## src/rtl/exc_ctrl_pkg.sv

```systemverilog
// rtl/exc_ctrl_pkg.sv - shared constants and types for the MEM-stage exception controller
package exc_ctrl_pkg;

    // CP0 register numbers that may be written back from MEM/WB
    localparam logic [4:0] CP0_STATUS = 5'd12;
    localparam logic [4:0] CP0_CAUSE  = 5'd13;
    localparam logic [4:0] CP0_EPC    = 5'd14;

    // Cause.ExcCode values
    localparam logic [4:0] EXC_INT  = 5'd0;
    localparam logic [4:0] EXC_ADEL = 5'd4;
    localparam logic [4:0] EXC_ADES = 5'd5;
    localparam logic [4:0] EXC_SYS  = 5'd8;
    localparam logic [4:0] EXC_BP   = 5'd9;
    localparam logic [4:0] EXC_RI   = 5'd10;
    localparam logic [4:0] EXC_OV   = 5'd12;

    // Status bit indices
    localparam int STATUS_IE  = 0;
    localparam int STATUS_EXL = 1;

    // exc_vec_i bit positions, bit 5 is the highest priority
    localparam int VEC_ADEL_IF = 5;
    localparam int VEC_RI      = 4;
    localparam int VEC_OV      = 3;
    localparam int VEC_SYS     = 2;
    localparam int VEC_BP      = 1;
    localparam int VEC_DATA    = 0;

    typedef enum logic {
        S_IDLE  = 1'b0,
        S_FLUSH = 1'b1
    } exc_state_e;

endpackage

```

## src/rtl/exc_prio_enc.sv

```systemverilog
// rtl/exc_prio_enc.sv - combinational priority encoder for interrupt, exceptions and ERET
//
// Ports:
//   int_i      interrupt condition (already masked by Status)
//   exc_vec_i  {adel_if, ri, ov, sys, bp, data_fault}
//   is_store_i data fault is a store
//   eret_i     ERET in the slot
//   hit_o      some event selected
//   exccode_o  ExcCode of the selected exception (0 for ERET)
//   is_eret_o  the selected event is ERET
module exc_prio_enc
    import exc_ctrl_pkg::*;
(
    input  logic       int_i,
    input  logic [5:0] exc_vec_i,
    input  logic       is_store_i,
    input  logic       eret_i,
    output logic       hit_o,
    output logic [4:0] exccode_o,
    output logic       is_eret_o
);

    always_comb begin
        hit_o     = 1'b1;
        exccode_o = EXC_INT;
        is_eret_o = 1'b0;
        if (int_i) begin
            exccode_o = EXC_INT;
        end else if (exc_vec_i[VEC_ADEL_IF]) begin
            exccode_o = EXC_ADEL;
        end else if (exc_vec_i[VEC_RI]) begin
            exccode_o = EXC_RI;
        end else if (exc_vec_i[VEC_OV]) begin
            exccode_o = EXC_OV;
        end else if (exc_vec_i[VEC_SYS]) begin
            exccode_o = EXC_SYS;
        end else if (exc_vec_i[VEC_BP]) begin
            exccode_o = EXC_BP;
        end else if (exc_vec_i[VEC_DATA]) begin
            exccode_o = is_store_i ? EXC_ADES : EXC_ADEL;
        end else if (eret_i) begin
            is_eret_o = 1'b1;
        end else begin
            hit_o = 1'b0;
        end
    end

endmodule

```

## src/rtl/exc_ctrl.sv

```systemverilog
// rtl/exc_ctrl.sv - MEM-stage exception/interrupt controller with CP0 bypass and pipeline flush
//
// Ports:
//   clk, rst                 clock, asynchronous active-low reset
//   valid_i, pc_i, in_ds_i   MEM-stage instruction slot
//   exc_vec_i, is_store_i    pending exception flags, data fault direction
//   bad_addr_i               faulting data address
//   eret_i                   ERET in MEM
//   status_i/cause_i/epc_i   live CP0 values
//   timer_int_i              CP0 timer interrupt
//   wb_cp0_*                 CP0 write in flight in MEM/WB (bypassed)
//   exc_pending_o            combinational event-selected flag
//   flush_o, new_pc_o        registered flush and redirect PC
//   cp0_*_o                  one-cycle exception-entry / ERET update to CP0
module exc_ctrl
    import exc_ctrl_pkg::*;
#(
    parameter logic [31:0] EXC_VECTOR   = 32'h0000_0020,
    parameter int unsigned FLUSH_CYCLES = 2
) (
    input  logic        clk,
    input  logic        rst,
    input  logic        valid_i,
    input  logic [31:0] pc_i,
    input  logic        in_ds_i,
    input  logic [5:0]  exc_vec_i,
    input  logic        is_store_i,
    input  logic [31:0] bad_addr_i,
    input  logic        eret_i,
    input  logic [31:0] status_i,
    input  logic [31:0] cause_i,
    input  logic [31:0] epc_i,
    input  logic        timer_int_i,
    input  logic        wb_cp0_we_i,
    input  logic [4:0]  wb_cp0_waddr_i,
    input  logic [31:0] wb_cp0_wdata_i,
    output logic        exc_pending_o,
    output logic        flush_o,
    output logic [31:0] new_pc_o,
    output logic        cp0_exc_we_o,
    output logic [4:0]  cp0_exccode_o,
    output logic        cp0_bd_o,
    output logic [31:0] cp0_epc_o,
    output logic [31:0] cp0_badvaddr_o,
    output logic        cp0_eret_o
);

    exc_state_e  state_q, state_d;
    logic [2:0]  fcnt_q, fcnt_d;
    logic        flush_q, flush_d;
    logic [31:0] new_pc_q, new_pc_d;
    logic        exc_we_q, exc_we_d;
    logic [4:0]  exccode_q, exccode_d;
    logic        bd_q, bd_d;
    logic [31:0] epc_q, epc_d;
    logic [31:0] badvaddr_q, badvaddr_d;
    logic        eret_q, eret_d;

    // Only the Status/Cause fields used for interrupt masking are bypassed.
    logic        wr_status, wr_cause, wr_epc;
    logic [7:0]  status_im, cause_ip;
    logic        status_ie, status_exl;
    logic [31:0] epc_eff;
    logic        int_cond;
    logic        hit, is_eret, sel;
    logic [4:0]  exccode;
    logic        unused_bits;

    assign unused_bits = ^{status_i[31:16], status_i[7:2], cause_i[31:16], cause_i[7:0]};

    assign wr_status  = wb_cp0_we_i && (wb_cp0_waddr_i == CP0_STATUS);
    assign wr_cause   = wb_cp0_we_i && (wb_cp0_waddr_i == CP0_CAUSE);
    assign wr_epc     = wb_cp0_we_i && (wb_cp0_waddr_i == CP0_EPC);

    assign status_im  = wr_status ? wb_cp0_wdata_i[15:8] : status_i[15:8];
    assign status_ie  = wr_status ? wb_cp0_wdata_i[STATUS_IE] : status_i[STATUS_IE];
    assign status_exl = wr_status ? wb_cp0_wdata_i[STATUS_EXL] : status_i[STATUS_EXL];
    // Only the software interrupt bits IP[1:0] are software-writable in Cause.
    assign cause_ip   = {cause_i[15] | timer_int_i, cause_i[14:10],
                         wr_cause ? wb_cp0_wdata_i[9:8] : cause_i[9:8]};
    assign epc_eff    = wr_epc ? wb_cp0_wdata_i : epc_i;

    assign int_cond   = status_ie && !status_exl && ((cause_ip & status_im) != 8'd0);

    exc_prio_enc u_prio (
        .int_i      (int_cond),
        .exc_vec_i  (exc_vec_i),
        .is_store_i (is_store_i),
        .eret_i     (eret_i),
        .hit_o      (hit),
        .exccode_o  (exccode),
        .is_eret_o  (is_eret)
    );

    // Instructions in the shadow of a flush are already dead, so IDLE gates everything.
    assign sel           = valid_i && (state_q == S_IDLE) && hit;
    assign exc_pending_o = sel;

    always_comb begin
        state_d    = state_q;
        fcnt_d     = fcnt_q;
        flush_d    = flush_q;
        new_pc_d   = new_pc_q;
        exc_we_d   = 1'b0;
        exccode_d  = exccode_q;
        bd_d       = bd_q;
        epc_d      = epc_q;
        badvaddr_d = badvaddr_q;
        eret_d     = 1'b0;
        case (state_q)
            S_IDLE: begin
                if (sel) begin
                    state_d = S_FLUSH;
                    fcnt_d  = 3'(FLUSH_CYCLES - 1);
                    flush_d = 1'b1;
                    if (is_eret) begin
                        new_pc_d = epc_eff;
                        eret_d   = 1'b1;
                    end else begin
                        new_pc_d  = EXC_VECTOR;
                        exc_we_d  = 1'b1;
                        exccode_d = exccode;
                        bd_d      = in_ds_i;
                        epc_d     = in_ds_i ? pc_i - 32'd4 : pc_i;
                        // Code 4 with the fetch flag set can only come from the fetch fault.
                        if (exccode == EXC_ADEL && exc_vec_i[VEC_ADEL_IF]) begin
                            badvaddr_d = pc_i;
                        end else if (exccode == EXC_ADEL || exccode == EXC_ADES) begin
                            badvaddr_d = bad_addr_i;
                        end else begin
                            badvaddr_d = 32'd0;
                        end
                    end
                end
            end
            S_FLUSH: begin
                if (fcnt_q == 3'd0) begin
                    state_d = S_IDLE;
                    flush_d = 1'b0;
                end else begin
                    fcnt_d = fcnt_q - 3'd1;
                end
            end
            default: begin
                state_d = S_IDLE;
                flush_d = 1'b0;
            end
        endcase
    end

    always_ff @(posedge clk or negedge rst) begin
        if (!rst) begin
            state_q    <= S_IDLE;
            fcnt_q     <= 3'd0;
            flush_q    <= 1'b0;
            new_pc_q   <= 32'd0;
            exc_we_q   <= 1'b0;
            exccode_q  <= 5'd0;
            bd_q       <= 1'b0;
            epc_q      <= 32'd0;
            badvaddr_q <= 32'd0;
            eret_q     <= 1'b0;
        end else begin
            state_q    <= state_d;
            fcnt_q     <= fcnt_d;
            flush_q    <= flush_d;
            new_pc_q   <= new_pc_d;
            exc_we_q   <= exc_we_d;
            exccode_q  <= exccode_d;
            bd_q       <= bd_d;
            epc_q      <= epc_d;
            badvaddr_q <= badvaddr_d;
            eret_q     <= eret_d;
        end
    end

    assign flush_o        = flush_q;
    assign new_pc_o       = new_pc_q;
    assign cp0_exc_we_o   = exc_we_q;
    assign cp0_exccode_o  = exccode_q;
    assign cp0_bd_o       = bd_q;
    assign cp0_epc_o      = epc_q;
    assign cp0_badvaddr_o = badvaddr_q;
    assign cp0_eret_o     = eret_q;

endmodule
```

## config.mk

```make
export PLATFORM = sky130hd
export DESIGN_NAME = exc_ctrl
export DESIGN_NICKNAME = d
export VERILOG_FILES = /design/src/rtl/exc_ctrl_pkg.sv /design/src/rtl/exc_prio_enc.sv /design/src/rtl/exc_ctrl.sv
export SDC_FILE = /design/constraint.sdc
export NUM_CORES = 1
export LEC_CHECK = 0
export ABC_AREA = 1
export ABC_CLOCK_PERIOD_IN_PS = 3300
export CORE_ASPECT_RATIO = 0.9
export CORE_MARGIN = 2
export CORE_UTILIZATION = 43
export CTS_CLUSTER_DIAMETER = 40
export CTS_CLUSTER_SIZE = 28
export DETAILED_ROUTE_END_ITERATION = 6
export GPL_TIMING_DRIVEN = 1
export PLACE_DENSITY = 0.95
export SLEW_MARGIN = 25
export SYNTH_ARGS = -nofsm -noshare
export SYNTH_HDL_FRONTEND = slang
export SYNTH_HIERARCHICAL = 1
export SYNTH_SLANG_ARGS = --single-unit
```

## constraint.sdc

```tcl
create_clock -name clk -period 3.3 [get_ports clk]
set_input_delay 0.495 -clock clk [delete_from_list [all_inputs] [get_ports clk]]
set_output_delay 0.495 -clock clk [all_outputs]
set_load 0.005 [all_outputs]
```

### Word-level counts from Yosys, hierarchy flattened

Index checks and enable logic that the tools add are counted.

| storage, ports and cells | value |
|---|---|
| latch bits | 0 |
| register bits | 109 |
| logic and storage cells | 87 |
| input port bits | 211 |
| memories | 0 |
| bits in read-only memories | 0 |
| bits in writable memories | 0 |
| output and inout bits | 106 |

| cells by class | value |
|---|---|
| mux-type cells | 47 |
| eq/ne operators | 8 |
| shift operators | 0 |
| multiply operators | 0 |
| add/subtract/negate cells | 2 |
| reduce and logical (&&, ||, !) cells | 16 |
| div/mod/pow operators | 0 |
| $lt $le $gt $ge | 0 |
| bitwise logic cells | 4 |

Operators with widths:

| kind | number |
|---|---|
| 32-bit 2-to-1 mux | 5 |
| 5-bit 2-to-1 mux | 7 |
| 32-bit by 3-bit subtractor with 32-bit output (second input constant) | 1 |
| 1-bit 2-to-1 mux | 28 |
| 5-bit by 4-bit == test with 1-bit output (second input constant) | 3 |
| 5-bit by 3-bit == test with 1-bit output (second input constant) | 2 |
| 8-bit bitwise AND | 1 |
| 1-bit logical AND | 8 |
| 8-bit 2-to-1 mux | 1 |
| 8-bit nonzero test | 1 |
| 3-bit 2-to-1 mux | 2 |
| 3-bit one-hot mux with 2 select lines | 1 |
| 2-bit AND reduction | 3 |
| 2-bit inequality test (second input constant) | 2 |
| 1-bit one-hot mux with 2 select lines | 2 |
| 3-bit logical NOT | 1 |
| 3-bit AND reduction | 1 |
| 3-bit by 1-bit subtractor with 3-bit output (second input constant) | 1 |
| 2-bit 2-to-1 mux | 1 |
| 2-bit by 1-bit inequality test with 1-bit output (second input constant) | 1 |
| 1-bit inverter | 2 |
| 1-bit logical NOT | 1 |
| 1-bit logical OR | 1 |
| 1-bit bitwise OR | 1 |

### Logic depth before layout (Yosys ltp)

| depth | value |
|---|---|
| word-level depth | 12 |
| mapped depth | 20 |

### Cells and area by module

The synthesis kept the hierarchy.

By module, submodules not included:

| module | times used | seq. area each (µm²) | cells each | area each (µm²) |
|---|---|---|---|---|
| exc_ctrl | 1 | 2,727.6 | 803 | 5,791.8 |
| exc_prio_enc | 1 | 0.0 | 24 | 107.6 |

### Worst setup path before layout

Ideal clock, no wire load.

| path | value |
|---|---|
| kind | input port to flip-flop |
| start | input port wb_cp0_waddr_i[4] |
| end | register badvaddr_q[10], in the netlist cp0_badvaddr_o[10] |
| stages on the path | 17 |
| setup slack | 0.624 ns |
| data required time | 3.234 ns |
| data arrival time | 2.610 ns |
| cells stage by stage | inv_1 -> nand2_1 -> nor2_2 -> nand2_2 -> a31oi_1 -> a21oi_1 -> nor2_2 -> inv_2 -> nor2_2 -> nand2_1 -> nor2_1 -> nor2_8 -> inv_2 -> buf_2 -> clkbuf_1 -> nand2_1 -> nand2_1 |

| between the ends | value |
|---|---|
| elaborated cells on any way between the ends | 25 |
| classes of those cells | 4 x eq/ne; 9 x mux; 2 x bitwise; 10 x reduce/logical |

RTL lines:

| item | line | RTL |
|---|---|---|
| start: declaration | exc_ctrl.sv:35 | `input logic [4:0] wb_cp0_waddr_i,` |
| 5-bit by 4-bit == test with 1-bit output (on tied branches) | exc_ctrl.sv:72, exc_ctrl.sv:71 |  |
| 1-bit logical AND (on tied branches) | exc_ctrl.sv:72, exc_ctrl.sv:71 |  |
| 2-bit 2-to-1 mux, or another cell as far along | exc_ctrl.sv:80 | `wr_cause ? wb_cp0_wdata_i[9:8] : cause_i[9:8]};` |
| 8-bit bitwise AND or 1-bit logical NOT (tied branches) | exc_ctrl.sv:83 | `assign int_cond = status_ie && !status_exl && ((cause_ip & status_im) != 8'd0);` |
| 8-bit nonzero test or 1-bit logical AND (tied branches) | exc_ctrl.sv:83 |  |
| 1-bit logical AND (*) | exc_ctrl.sv:83 |  |
| via int_cond | exc_ctrl.sv:64 | `logic int_cond;` |
| 1-bit 2-to-1 mux (*) | exc_prio_enc.sv:27 | `if (int_i) begin` |
| via is_eret | exc_ctrl.sv:65 | `logic hit, is_eret, sel;` |
| 1-bit inverter (no source line) (*) | -- |  |
| 3-bit AND reduction (no source line) (*) | -- |  |
| end signal: assignment | exc_ctrl.sv:172 | `badvaddr_q <= badvaddr_d;` |
| end: declaration | exc_ctrl.sv:56 | `logic [31:0] badvaddr_q, badvaddr_d;` |

The timed path passes the listed nets; every way through them passes the cells marked *.
A chain may end at the register's enable or synchronous reset.

### Worst setup path in the final report

| path | value |
|---|---|
| start | input port wb_cp0_we_i |
| end | output port exc_pending_o |

| between the ends | value |
|---|---|
| cells in the longest elaborated chain, start to end | 7 |
| elaborated cells on any way between the ends | 13 |
| classes of those cells | 5 x mux; 1 x bitwise; 7 x reduce/logical |

Ends and longest elaborated chain:

| item | line | RTL |
|---|---|---|
| start: declaration | exc_ctrl.sv:34 | `input logic wb_cp0_we_i,` |
| 1-bit logical AND (on tied branches) | exc_ctrl.sv:72, exc_ctrl.sv:71 |  |
| 2-bit 2-to-1 mux, or another cell as far along | exc_ctrl.sv:80 |  |
| 8-bit bitwise AND or 1-bit logical NOT (tied branches) | exc_ctrl.sv:83 |  |
| 8-bit nonzero test or 1-bit logical AND (tied branches) | exc_ctrl.sv:83 |  |
| 1-bit logical AND (*) | exc_ctrl.sv:83 |  |
| via int_cond | exc_ctrl.sv:64 |  |
| 1-bit 2-to-1 mux (*) | exc_prio_enc.sv:27 |  |
| via hit | exc_ctrl.sv:65 |  |
| 1-bit logical AND (*) | exc_ctrl.sv:96 | `assign sel = valid_i && (state_q == S_IDLE) && hit;` |
| end: declaration | exc_ctrl.sv:37 | `output logic exc_pending_o,` |

Marks and branches as above.

==> results.cfg <==
[status]
status = completed

[route]
via_per_inst = 5.181
dr.pass1.iters = 5
drtIter0Drc = 448
vias = 6611
antenna_left = 0
drc_errors = 0
wl_per_cell_um = 15.91
wirelength_mm = 20.30

[yosys]
synth_edf_count = 0
synth.largest_area_cell = dfrtp_1
yosys.area.top_type_share_pct = 46.24
synth.yosys.warnings = 6
ys_seq_elements = 109
syn_area_per_cell_um2 = 7.134
synthFlopType = dfrtp_1
synth_cell_types = 34
synth_async_sr_flop_share_pct = 100.0
synth_nets = 1041
netlist_top_cells_area = dfrtp_1 46%, nand2_1 19%, o21ai_0 9.4%
synthesis.area_um2 = 5899
yosysSeqAreaShare_pct = 46.24
syn_inst = 827

[layout]
area_delta_synth_final_pct = 57.31
fin_cells = 1276
fillers = 1024
drive_above_1_share_pct = 6.069
layout.area.seq_um2 = 2728
multi_input_area_um2 = 2698
stdcell_area_um2 = 9280
nets = 1313

[cts]
numCtsBuffers = 9
postCtsSetupRepairBufs = 0
root_buffer = clkbuf_16
clkLatencyLatePin_ns = 0.35
clk_pin_slew_ns = 0.07
clkSinkCount = 109
ctsHtreeMaxLevel = 3
clockBufferDepth = 2
ctsHoldBuffers = 0
cts_tree = done

[place]
portBuffers = 270
post-place-ws_ns = -0.09814
place_congestion = 0.8981
dp_hpwl_mm = 15.39
numPlacedInstances = 1256
placedInstanceArea_um2 = 8889

[worst_hold_path]
hp-class = in -> async

[power_and_ir_drop]
p_per_area_nw_per_um2 = 515.8
leakagePower_nw = 4.435
peakVddDrop_mv = 0.2920

[die]
fp-row-count = 40
die_h_um = 115.1
initial_utilization_pct = 44.15
coreArea_um2 = 13360
die_x_um = 127.5
io_pins = 317
die-area_um2 = 14670

[timing]
holdWs_ns = 0.1386
setup_ws_ns = 0.2916
finalCritPeriodShare_pct = 91.16
timing.fmax_mhz = 332.4
skew_ns = 0.004299
rsz0062_at_grt = false
worstMarginPinSlew_ns = 0.6022
finalCriticalPeriod_ns = 3.008
slew_headroom_pct = 59.85
report.final.setup_viol = 0
hold_viol = 0
report.final.slew_viol_count = 0

[global_routing]
grt.overflow.total = 0
grt_max_degree = 46
busiest_layer = met2
grt_pass1_vias = 6636
antenna_found_initial = 4
grtUsageMet3_pct = 6.515
track_usage_pct = 27.83
grt_pass1_wl_mm = 32.20
gr-usage-met2_pct = 47.27
grt.met1_usage_pct = 33.49

[critical_path]
end_kind = output port
cp_slowest_stage_delay_ns = 0.48
critPathBufInv = 5
crit_type = in -> out
crit_path_top_delay_cell = clkdlybuf4s50_1
crit_chain = clkdlybuf4s50_1, nand2_1, nor2_4, buf_6, nand3_1, nand3_1, nand2_1, nor2_2, a21oi_2, nor2_2, inv_2, nor2_2, nand3b_1, nand3_4, inv_1, dlymetal6s2s_1
cp_common_cell = nor2_2
cp_top_family = simple AND/OR/NAND/NOR gates
cp.arrival_ns = 2.51
required_ns = 2.80
crit_fanout = 6
worst_setup_path_start_kind = input port

[flow_run]
maxCapViolCount = 0
-- timing repair --
action	CTS	global route
endpoints found under the setup margin	1	1
resized for setup	8	3
endpoints found under the hold margin	0	0
pin swaps	4	3
-- synthesized netlist by cell type (2+ instances only) --
| cell type | instances |
|---|---|
| ha_1 | 3 |
| o21ai_1 | 5 |
| clkbuf_1 | 19 |
| xor2_1 | 5 |
| buf_2 | 6 |
| a21oi_1 | 7 |
| nor3_1 | 4 |
| a31oi_1 | 8 |
| nand2_1 | 295 |
| o21ai_0 | 111 |
| nand3_1 | 54 |
| buf_6 | 4 |
| inv_1 | 83 |
| buf_4 | 2 |
| nor2_2 | 4 |
| nor2_4 | 4 |
| inv_2 | 4 |
| and3_1 | 2 |
| nor2_1 | 83 |
| buf_1 | 2 |
| dfrtp_1 | 109 |
-- cells in the final DEF, fill, tap and decap left out, drive strengths merged, types with 2 or more instances in the layout --
master / count
inv: 88
nor3: 4
nand3b: 2
bufinv: 3
clkbuf: 11
and3: 2
dfrtp: 109
a31oi: 8
nand2: 296
o21ai: 116
diode: 4
buf: 26
clkdlybuf4s50: 267
xor2: 5
a21oi: 7
ha: 3
nand3: 55
nor2: 92
-- registers in the layout, indices dropped and copies added (netlist names) --
signal / count
cp0_badvaddr_o: 32
cp0_epc_o: 32
new_pc_o: 32
cp0_exccode_o: 5
fcnt_q: 3
cp0_bd_o: 1
cp0_eret_o: 1
cp0_exc_we_o: 1
flush_o: 1
state_q: 1
-- where the power goes --
part / switching [mW] / internal, mW
combinational: 0.745 / 0.933
clock: 0.511 / 0.766
sequential: 0.175 / 1.66
total: 1.43 / 3.36
-- worst register-to-register path, delay by kind of cell (launching register included) --
family | cells | cell delay [ns]
DFF | 1 | 0.40
and+or+nand+nor | 5 | 0.55
buffers and inverters | 4 | 0.63
-- final cells by class --
class | instances | share of cell area (%)
multi-input cells | 597 | 29.07
repair buffers | 295 | 31.89
inverters | 87 | 3.519
clock inverters | 5 | 1.146
flip-flops and latches | 109 | 29.39
clock buffers | 11 | 2.616
well taps | 168 | 2.265
diodes | 4 | 0.1079
-- through the flow --
stage                     setup TNS [ns]  utilization (%)  power [mW]
after floorplan                        0                -       2.440
after global placement          -0.01167            66.52       3.453
after detailed placement          -2.536            66.52       3.517
after CTS                              0            69.31       4.816
after global routing                   0            69.45       5.053
final                                  0            69.45       4.787
-- logic make-up after synthesis --
group	synth area share, %
simple gates	32.11
fa+ha+maj	0.6363
compound gates	11.39
flops	46.24
buf+inv	8.483
other cells	0.06357
xor+xnor	0.8908
mux	0.1909
-- worst paths after layout --
path	startpoint	depth (start not counted)	endpoint	slack [ns]
setup reg to reg	state_q	9	cp0_badvaddr_o[8]	1.65
setup / recovery	wb_cp0_we_i	16	exc_pending_o	0.29
hold reg to reg	cp0_exccode_o[1]	2	cp0_exccode_o[1]	0.48
max in group asynchronous	rst	2	cp0_epc_o[10]	2.27
hold / removal	rst	1	cp0_eret_o	0.14
min in group clk	cp0_exccode_o[1]	2	cp0_exccode_o[1]	0.48
-- metal layers --
metal	wire, µm	share of wire, %
met5	0	0
met1	7848	39
met3	1740	8.6
met2	9876	49
met4	837	4.1
No activity file was read; power rests on OpenSTA's default activity.
